## config.mk

```make
export PLATFORM = sky130hd
export DESIGN_NAME = sram_arbiter
export DESIGN_NICKNAME = d
export VERILOG_FILES = /design/src/rtl/sram_arbiter.sv
export SDC_FILE = /design/constraint.sdc
export NUM_CORES = 1
export LEC_CHECK = 0
export BUFFER_PORTS_ARGS = -buffer_cell sky130_fd_sc_hd__buf_2
export CAP_MARGIN = 20
export CELL_PAD_IN_SITES_DETAIL_PLACEMENT = 0
export CELL_PAD_IN_SITES_GLOBAL_PLACEMENT = 1
export CORE_AREA = 2 2 111 113
export CTS_BUF_LIST = sky130_fd_sc_hd__clkbuf_16
export DETAILED_ROUTE_END_ITERATION = 10
export DIE_AREA = 0 0 113 115
export GPL_TIMING_DRIVEN = 0
export PLACE_DENSITY = 0.82
export SLEW_MARGIN = 5
export SYNTH_ARGS = -nofsm -noshare
export SYNTH_HDL_FRONTEND = slang
export SYNTH_SLANG_ARGS = --single-unit
```

## constraint.sdc

```tcl
create_clock -name clk -period 2.7 [get_ports clk]
set_input_delay 0.54 -clock clk [delete_from_list [all_inputs] [get_ports clk]]
set_output_delay 0.54 -clock clk [all_outputs]
set_load 0.05 [all_outputs]
```

## src/rtl/sram_arbiter.sv

```systemverilog
// -----------------------------------------------------------------------------
// sram_arbiter
//
// Shares one sram-like downstream bus between an instruction-fetch port and a
// load-store port. Requests are forwarded combinationally (zero added latency)
// and responses are routed back using a small FIFO of owner tags, which relies
// on the downstream returning responses strictly in acceptance order.
//
// Ports:
//   clk, resetn                     clock, synchronous active-low reset
//   inst_sram_*                     fetch request in, addr_ok/data_ok/rdata out
//   data_sram_*                     load-store request in, addr_ok/data_ok/rdata out
//   bus_req/wr/size/wstrb/addr/wdata  forwarded request to the downstream bus
//   bus_addr_ok/data_ok/rdata       downstream handshake and read data
//
// Parameter:
//   OT_DEPTH  max accepted-but-unanswered downstream transactions (power of 2, >=2)
// -----------------------------------------------------------------------------
module sram_arbiter #(
   parameter int OT_DEPTH = 2
) (
   input  logic        clk,
   input  logic        resetn,

   input  logic        inst_sram_req,
   input  logic [1:0]  inst_sram_size,
   input  logic [31:0] inst_sram_addr,
   output logic        inst_sram_addr_ok,
   output logic        inst_sram_data_ok,
   output logic [31:0] inst_sram_rdata,

   input  logic        data_sram_req,
   input  logic        data_sram_wr,
   input  logic [1:0]  data_sram_size,
   input  logic [3:0]  data_sram_wstrb,
   input  logic [31:0] data_sram_addr,
   input  logic [31:0] data_sram_wdata,
   output logic        data_sram_addr_ok,
   output logic        data_sram_data_ok,
   output logic [31:0] data_sram_rdata,

   output logic        bus_req,
   output logic        bus_wr,
   output logic [1:0]  bus_size,
   output logic [3:0]  bus_wstrb,
   output logic [31:0] bus_addr,
   output logic [31:0] bus_wdata,
   input  logic        bus_addr_ok,
   input  logic        bus_data_ok,
   input  logic [31:0] bus_rdata
);

   localparam int PTR_W = $clog2(OT_DEPTH);
   localparam int CNT_W = PTR_W + 1;
   localparam logic [CNT_W-1:0] FULL_COUNT = CNT_W'(OT_DEPTH);

   typedef enum logic {
      IDLE,
      LOCK
   } state_t;

   state_t              state_q;
   state_t              state_d;
   logic                owner_q;
   logic                owner_d;

   logic [CNT_W-1:0]    count_q;
   logic [PTR_W-1:0]    rd_ptr_q;
   logic [PTR_W-1:0]    wr_ptr_q;
   logic [OT_DEPTH-1:0] tag_q;

   logic                fifo_full;
   logic                fifo_empty;
   logic                grant_valid;
   logic                grant_owner;
   logic                push;
   logic                pop;
   logic                head_tag;

   assign fifo_full  = (count_q == FULL_COUNT);
   assign fifo_empty = (count_q == '0);

   // Grant state register. owner_q only matters in LOCK, where it pins the bus
   // to the port whose request was presented but not yet accepted.
   always_ff @(posedge clk) begin
      if (!resetn) begin
         state_q <= IDLE;
         owner_q <= 1'b0;
      end else begin
         state_q <= state_d;
         owner_q <= owner_d;
      end
   end

   // Next-state logic: a presented request that is not accepted locks the bus
   // to its owner so the request stays stable until the downstream takes it.
   always_comb begin
      state_d = state_q;
      owner_d = owner_q;
      case (state_q)
         IDLE: begin
            if (grant_valid && !bus_addr_ok) begin
               state_d = LOCK;
               owner_d = grant_owner;
            end
         end
         LOCK: begin
            if (bus_addr_ok) begin
               state_d = IDLE;
            end
         end
         default: state_d = IDLE;
      endcase
   end

   // Output logic: select the granted port (data has priority when unlocked),
   // forward its request to the bus and return addr_ok only to that port.
   // A full tag FIFO blocks all forwarding; LOCK is never entered while full.
   always_comb begin
      grant_valid = 1'b0;
      grant_owner = 1'b0;
      if (!fifo_full) begin
         if (state_q == LOCK) begin
            grant_valid = 1'b1;
            grant_owner = owner_q;
         end else if (data_sram_req) begin
            grant_valid = 1'b1;
            grant_owner = 1'b1;
         end else if (inst_sram_req) begin
            grant_valid = 1'b1;
            grant_owner = 1'b0;
         end
      end

      bus_req   = grant_valid;
      bus_wr    = 1'b0;
      bus_size  = 2'b00;
      bus_wstrb = 4'b0000;
      bus_addr  = 32'h0;
      bus_wdata = 32'h0;
      if (grant_valid) begin
         if (grant_owner) begin
            bus_wr    = data_sram_wr;
            bus_size  = data_sram_size;
            bus_wstrb = data_sram_wstrb;
            bus_addr  = data_sram_addr;
            bus_wdata = data_sram_wdata;
         end else begin
            bus_size  = inst_sram_size;
            bus_addr  = inst_sram_addr;
         end
      end

      inst_sram_addr_ok = bus_addr_ok & grant_valid & ~grant_owner;
      data_sram_addr_ok = bus_addr_ok & grant_valid &  grant_owner;
   end

   assign push = grant_valid & bus_addr_ok;
   // A response with nothing outstanding is stray and must not underflow.
   assign pop  = bus_data_ok & ~fifo_empty;

   // Outstanding-transaction tag FIFO. Pointers wrap naturally because the
   // depth is a power of two; simultaneous push and pop leave the count alone.
   always_ff @(posedge clk) begin
      if (!resetn) begin
         count_q  <= '0;
         rd_ptr_q <= '0;
         wr_ptr_q <= '0;
         tag_q    <= '0;
      end else begin
         if (push) begin
            tag_q[wr_ptr_q] <= grant_owner;
            wr_ptr_q        <= wr_ptr_q + PTR_W'(1);
         end
         if (pop) begin
            rd_ptr_q <= rd_ptr_q + PTR_W'(1);
         end
         case ({push, pop})
            2'b10:   count_q <= count_q + CNT_W'(1);
            2'b01:   count_q <= count_q - CNT_W'(1);
            default: count_q <= count_q;
         endcase
      end
   end

   assign head_tag = tag_q[rd_ptr_q];

   assign inst_sram_data_ok = bus_data_ok & ~fifo_empty & ~head_tag;
   assign data_sram_data_ok = bus_data_ok & ~fifo_empty &  head_tag;
   assign inst_sram_rdata   = bus_rdata;
   assign data_sram_rdata   = bus_rdata;

endmodule

```

* Word level (Yosys, flattened, before mapping) *
Cells that the tools add are included.

word-level totals
  bits in registers = 8
  latch bits = 0
  bits in writable memories = 0
  bits in read-only memories = 0
  bits of input ports = 143
  output and inout port bits = 140
  word-level logic and storage cells = 58
  memories kept = 0

cells by class
  $add $sub $neg = 4
  $mul = 0
  divide/modulo/power cells = 0
  $lt $le $gt $ge = 3
  equality and inequality tests = 3
  shift operators = 0
  muxes and demuxes = 26
  bitwise gates (word level) = 10
  reduce and logical (&&, ||, !) cells = 6

operators by type and width
  operator                                                                      number
  32-bit two-way mux                                                            4
  1-bit two-way mux                                                             14
  4-bit two-way mux                                                             2
  1-bit bitwise AND                                                             6
  2-bit == test, second input constant                                          2
  1-bit by 2-bit less-than comparator with 1-bit output, second input constant  2
  2-bit two-way mux                                                             2
  1-bit inverter                                                                4
  2-bit one-hot mux with 2 select lines                                         1
  1-bit adder, second input constant                                            2
  2-bit by 1-bit adder with 2-bit output, second input constant                 1
  2-bit bitwise mux                                                             1
  2-bit by 1-bit == test with 1-bit output, second input constant               1
  1-bit logical AND                                                             2
  2-bit zero test                                                               1
  1-bit one-hot mux with 2 select lines                                         1
  2-bit AND reduction                                                           1
  2-bit nonzero test                                                            1
  2-bit by 1-bit subtractor with 2-bit output, second input constant            1
  1-bit demux with 1-bit select                                                 1
  1-bit >= comparator, second input constant                                    1
  1-bit zero test                                                               1

* Logic depth before layout (Yosys ltp) *
Gate-level depths: netlist of the first run.

  depth after elaboration = 7
  gate-level depth with buffers = 8
  gate-level depth less buffers = 6

* Worst setup path before layout of the first run *
Ideal clock, no wire load.

  kind = input to output
  start point = input data_sram_req
  end point = output data_sram_addr_ok
  arrival = 1,856 ps
  data required time = 2,160 ps
  setup slack = 304 ps
  stages = 3
  buffers on the path = 1
  cell sequence = mux2i_4 > buf_4 > nor3_1

on the way
  word-level cells in the longest chain between the ends = 5
  elaborated cells on any way between the ends = 8
  classes of those cells = 6 x mux; 2 x bitwise

RTL lines
  element              RTL line  text
  start, declared      32        input logic data_sram_req,
  1-bit two-way mux    126       end else if (data_sram_req) begin
  1-bit two-way mux    123       if (state_q == LOCK) begin
  1-bit two-way mux    122       if (!fifo_full) begin
  1-bit bitwise AND    155       data_sram_addr_ok = bus_addr_ok & grant_valid & grant_owner;
  1-bit bitwise AND *  155
  end, declared        38        output logic data_sram_addr_ok,

Mark *: on every way between the ends. The rest lies on a longest branch, timed or not.

* Worst setup path in the final report of the first run *
  start point = register state_q
  end point = output bus_addr[10]

on the way
  word-level cells in the longest chain between the ends = 4
  elaborated cells on any way between the ends = 6
  classes of those cells = 6 x mux

RTL lines
  element                 RTL line  text
  start, declared         62        state_t state_q;
  start signal, assigned  90        state_q <= state_d;
  1-bit two-way mux       123
  1-bit two-way mux       122
  32-bit two-way mux      142       if (grant_owner) begin
  32-bit two-way mux *    141       if (grant_valid) begin
  end, declared           46        output logic [31:0] bus_addr,

Marked as above.

==> results.sh, run 1 <==
export IMPL_critPathRequiredTime_ns=2.16
export IMPL_peakVddDrop_uv=323
export IMPL_clk_pin_slew_ns=0.04
export IMPL_drtIter0Drc=79
export IMPL_slew_headroom_pct=64.0
export IMPL_yosysUniqueCellTypes=29
export IMPL_grt_pass1_wl_microns=11800
export IMPL_yosys_register_bits=8
export IMPL_violations="DRC"
export IMPL_post_place_ws_ns=0.161
export IMPL_io_pins=283
export IMPL_crit_fanout=10
export IMPL_critPathSlowestCell="dfxtp_1"
export IMPL_area_growth_pct=83.6
export IMPL_yosys_warnings=0
export IMPL_power_density_nw_per_um2=729
export IMPL_r2r_cells=7
export IMPL_rows=40
export IMPL_via_count=2543
export IMPL_finalCritPeriodShare_pct=93.8
export IMPL_port_buffer_count=250
export IMPL_fin_tns_setup_ns=0
export IMPL_cpPeakStageDelay_ns=0.37
export IMPL_clockRootBuffer="clkbuf_16"
export IMPL_numCtsBuffers=3
export IMPL_coreArea_sq_um=11800
export IMPL_final_common_cell="buf_2"
export IMPL_ant_nets=0
export IMPL_setup_viol=0
export IMPL_hold_depth=2
export IMPL_cp_cell_sequence="mux2i_4 > buf_12 > nor2_4 > buf_2 > a21bo_1 > buf_2"
export IMPL_syn_area_sq_um=1840
export IMPL_drt_total_wl_microns=8570
export IMPL_drt_pass1_iter_count=7
export IMPL_path_class="reg -> out"
export IMPL_rsz0062_at_grt="no"
export IMPL_fin_util_pct=28.6
export IMPL_initial_core_util_pct=15.6
export IMPL_final_cell_mix="256 x buf_2, 73 x buf_4, 37 x and2_1"
export IMPL_cp_num_buf_inv=3
export IMPL_finalCriticalPeriod_ns=2.53
export IMPL_hp_class="reg -> reg"
export IMPL_end_kind="primary output"
export IMPL_synthesis_nets=380
export IMPL_clock_skew_ns=0.000263
export IMPL_ys_async_sr_fraction_pct=0
export IMPL_antenna_found_initial=0
export IMPL_drive_above_1_share_pct=70.1
export IMPL_netlist_instances=236
export IMPL_crit_path_end="bus_addr[10]"
export IMPL_cts_sinks=8
export IMPL_critPathTopFamily="buffers and inverters"
export IMPL_worst_pin_slew_ns=0.539
export IMPL_synth_seq_area_share_pct=8.71
export IMPL_crit_path_start="state_q"
export IMPL_cap_violations=0
export IMPL_die_w_microns=113
export IMPL_htree_levels=1
export IMPL_arrival_ns=1.99
export IMPL_n_fill_cell=1287
export IMPL_avgSynthCellArea_sq_um=7.79
export IMPL_cpMostUsedCell="buf_2"
export IMPL_drv_slew=0
export IMPL_place_detailed_hpwl_microns=7570
export IMPL_max_clock_freq_mhz=395
export IMPL_hold_violations=0
export IMPL_drc=20
export IMPL_fp_dieH_microns=115
export IMPL_status="finished, violations left"
export IMPL_wire_per_inst_microns=13.4
export IMPL_clockBufferDepth=2
export IMPL_path_depth=6
export IMPL_cts_tree="built"
export IMPL_worstReg2RegStart="count_q[0]"
export IMPL_setup_ws_ns=0.168
export IMPL_grt_pass1_vias=2363
export IMPL_globalRouteOverflowTotal=0
export IMPL_ys_flop_type="dfxtp_1"
export IMPL_clk_latency_ns=0.23
export IMPL_track_usage_pct=11.2
export IMPL_grt_start_max_net_pins=11
export IMPL_antennaDiodeCount=0
export IMPL_power_leakage_nw=2.15
export IMPL_design_die_area_sq_um=13000
export IMPL_nets=637
export IMPL_globalplace_congestion=0.723
export IMPL_reg2reg_to="count_q[1]"
export IMPL_vias_per_cell=3.99
export IMPL_start_kind="register"
export IMPL_synth_edff_count=0
export IMPL_reg2reg_slack_ns=0.58
timing repair:
item                       CTS  global route
buffers inserted             0             2
setup endpoints to repair    0            14
hold buffers                 0             0
gates resized for setup      0             0
hold endpoints to repair     0             0
flip-flops by register name (all words and copies together), names as in the netlist:
signal / flops
count_q: 2
tag_q: 2
owner_q: 1
rd_ptr_q: 1
state_q: 1
wr_ptr_q: 1
power breakdown:
group / internal, W / switching [W] / total (W)
clock network: 0.000190 / 0.0000530 / 0.000243
registers: 0.000148 / 0.0000296 / 0.000177
logic: 0.000599 / 0.00144 / 0.00204
total: 0.000938 / 0.00152 / 0.00246
layout make-up:
type	instances	area (sq um)	area share (%)
timing repair buffer	252	1280	37.9
multi-input combinational	143	1040	30.8
buffer	82	627	18.6
tap	147	184	5.45
sequential	8	160	4.74
clock buffer	3	75.1	2.22
inverter	3	11.3	0.333
worst min path at each step:
stage / startpoint / endpoint
2_1_floorplan: tag_q[0] / tag_q[0]
3_3_place_gp: tag_q[1] / tag_q[1]
3_5_place_dp: tag_q[0] / tag_q[0]
4_1_cts: tag_q[0] / tag_q[0]
5_1_grt: tag_q[1] / tag_q[1]
6_report: tag_q[0] / tag_q[0]
worst register-to-register path, delay by kind of cell (launching register included):
family	cells	cell delay [ns]
adders and majority gates	1	0.34
DFF	1	0.40
buffers and inverters	2	0.41
AOI/OAI and AO/OA	1	0.14
and+or+nand+nor	3	0.75
cell families after synthesis:
kind of cell | count (synthesis) | share of synthesized area (%)
AO/OA/AOI/OAI | 42 | 21.2
flip-flops | 8 | 8.71
adder cells (fa/ha/maj) | 1 | 0.680
XOR/XNOR | 3 | 1.43
multiplexers | 4 | 2.86
buffers and inverters | 85 | 34.7
AND/OR/NAND/NOR | 93 | 30.5
per-layer routing:
| layer | wire length (microns) | global-route usage [%] | share of wire (%) | vias up |
|---|---|---|---|---|
| li1 | - | - | - | 1267 |
| met1 | 3120 | 12.9 | 36 | 1141 |
| met2 | 4740 | 22.7 | 55 | 133 |
| met3 | 681 | 1.21 | 7.9 | 2 |
| met4 | 27 | 1.54 | 0.32 | 0 |
| met5 | 0 | 0 | 0 | - |
synth_stat cells (all sizes together) (3+ instances only):
cell type / number / share of area (%)
a21bo: 34 / 19
dfxtp: 8 / 8.7
or3: 3 / 1.0
buf: 82 / 34
and2: 37 / 13
mux2i: 4 / 2.9
inv: 3 / 0.61
nand4: 35 / 12
nand2: 3 / 0.61
nor3: 3 / 0.82
nor2: 7 / 1.8
a21oi: 3 / 0.82
stage by stage:
step | hold slack [ns] | instances | power (W) | instance area [sq um]
global route | 0.506 | 638 | 0.00259 | 3380
floorplan | 0.438 | 236 | 0.00175 | 1840
global placement | 0.455 | 633 | 0.00221 | 3270
finish | 0.471 | 638 | 0.00246 | 3380
CTS | 0.471 | 636 | 0.00248 | 3350
detailed placement | 0.460 | 633 | 0.00223 | 3270
(Power assumes the default switching activity.)
==> run 2: changes to the inputs <==
==> constraint.sdc (replaced) <==
create_clock -name clk -period 2.55 [get_ports clk]
set_input_delay 0.51 -clock clk [delete_from_list [all_inputs] [get_ports clk]]
set_output_delay 0.51 -clock clk [all_outputs]
set_load 0.05 [all_outputs]
==> run 2 against run 1 <==
- the run still ends with DRC left
- clock power rose by 6%
- highest routed layer unchanged
- final cell count did not move
- clock skew rose by 0.00073 ns
- power rose by 5.7%
==> results.sh, run 2 (synthesis gave the netlist of run 1 again) <==
export IMPL_setup_viol=0
export IMPL_hp_class="reg -> reg"
export IMPL_globalplace_congestion=0.723
export IMPL_io_pins=283
export IMPL_drive_above_1_share_pct=70.5
export IMPL_peakVddDrop_uv=335
export IMPL_finalCriticalPeriod_ns=2.39
export IMPL_grt_pass1_vias=2363
export IMPL_end_kind="primary output"
export IMPL_drt_pass1_iter_count=7
export IMPL_drc=20
export IMPL_die_w_microns=113
export IMPL_grt_pass1_wl_microns=11900
export IMPL_grt_start_max_net_pins=11
export IMPL_track_usage_pct=11.3
export IMPL_final_common_cell="buf_2"
export IMPL_hold_violations=0
export IMPL_critPathRequiredTime_ns=2.04
export IMPL_via_count=2537
export IMPL_hold_ws_ns=0.467
export IMPL_cts_tree="built"
export IMPL_drtIter0Drc=87
export IMPL_finalCritPeriodShare_pct=93.6
export IMPL_worst_pin_slew_ns=0.517
export IMPL_rows=40
export IMPL_r2r_cells=7
export IMPL_vias_per_cell=3.98
export IMPL_htree_levels=1
export IMPL_violations="DRC"
export IMPL_wire_per_inst_microns=13.4
export IMPL_start_kind="register"
export IMPL_crit_fanout=10
export IMPL_power_density_nw_per_um2=772
export IMPL_reg_largest_list="count_q (2), tag_q (2)"
export IMPL_clockBufferDepth=2
export IMPL_max_clock_freq_mhz=419
export IMPL_path_class="reg -> out"
export IMPL_clock_skew_ns=0.000992
export IMPL_status="finished, violations left"
export IMPL_n_fill_cell=1284
export IMPL_globalRouteOverflowTotal=0
export IMPL_place_detailed_hpwl_microns=7570
export IMPL_coreArea_sq_um=11800
export IMPL_antennaDiodeCount=0
export IMPL_drv_slew=0
export IMPL_arrival_ns=1.88
export IMPL_drt_total_wl_microns=8560
export IMPL_ctsHoldBuffers=0
export IMPL_nets=637
export IMPL_power_leakage_nw=2.14
export IMPL_fin_tns_setup_ns=0
export IMPL_cap_violations=0
export IMPL_initial_core_util_pct=15.6
export IMPL_clockRootBuffer="clkbuf_16"
export IMPL_fp_dieH_microns=115
export IMPL_port_buffer_count=250
export IMPL_slew_headroom_pct=65.2
export IMPL_rsz0062_at_grt="no"
export IMPL_cts_sinks=8
export IMPL_reg2reg_slack_ns=0.42
export IMPL_ant_nets=0
export IMPL_final_cell_mix="256 x buf_2, 74 x buf_4, 37 x and2_1"
export IMPL_clk_pin_slew_ns=0.04
export IMPL_numCtsBuffers=3
export IMPL_antenna_found_initial=0
export IMPL_area_growth_pct=83.1
export IMPL_hold_depth=2
export IMPL_design_die_area_sq_um=13000
export IMPL_clk_latency_ns=0.23
==> run 2: cell type report <==
type,instances,area [sq um],share of cell area [%]
inverter,3,11.3,0.334
clock buffer,3,75.1,2.23
sequential,8,161,4.79
buffer,82,627,18.6
timing repair buffer,252,1270,37.6
multi-input combinational,143,1040,31.0
tap,147,184,5.46
==> run 2: repair_timing <==
item	in CTS	in global routing
resized for setup	0	2
endpoints found under the setup margin	27	11
buffers inserted	2	0
==> run 2: worst max-delay path, cell delays in order, from the launching register on <==
cell and delay, ns:
dfxtp_1 0.41, nand2b_1 0.22, buf_4 0.22, buf_4 0.19, nand4_1 0.13, a21bo_1 0.21, buf_2 0.25
==> run 2: layer usage <==
| layer | part of all wire (%) | vias up | GRT usage, % |
|---|---|---|---|
| met5 | 0 | - | 0 |
| met4 | 0.32 | 0 | 1.46 |
| met3 | 7.9 | 2 | 1.21 |
| met2 | 55 | 131 | 23.0 |
| met1 | 37 | 1137 | 12.9 |
| li1 | - | 1267 | - |
==> run 2: path summary, 6_finish.rpt <==
kind	from	end
max	count_q[0]	bus_addr[20]
max reg2reg	count_q[0]	count_q[1]
min reg2reg	tag_q[0]	tag_q[0]
min	tag_q[0]	tag_q[0]
==> run 2: per-stage QoR <==
step / setup slack [ns] / cell area, sq um / power [W] / util [%] / std cells
2_1_floorplan: 0.214 / 1840 / 0.00186 / - / 236
3_3_place_gp: 0.0874 / 3270 / 0.00234 / 27.7 / 633
3_5_place_dp: 0.0709 / 3270 / 0.00236 / 27.7 / 633
4_1_cts: 0.0641 / 3360 / 0.00263 / 28.5 / 638
5_1_grt: 0.0201 / 3370 / 0.00274 / 28.5 / 638
6_report: 0.164 / 3370 / 0.00260 / 28.5 / 638
==> run 2: report_power, final <==
| part | internal (W) | total (W) | leakage (nW) | switching, W |
|---|---|---|---|---|
| Clock | 0.000202 | 0.000257 | 0.0370 | 0.0000553 |
| Sequential | 0.000157 | 0.000189 | 0.0661 | 0.0000322 |
| Combinational | 0.000631 | 0.00215 | 2.04 | 0.00152 |
| Total | 0.000989 | 0.00260 | 2.14 | 0.00161 |
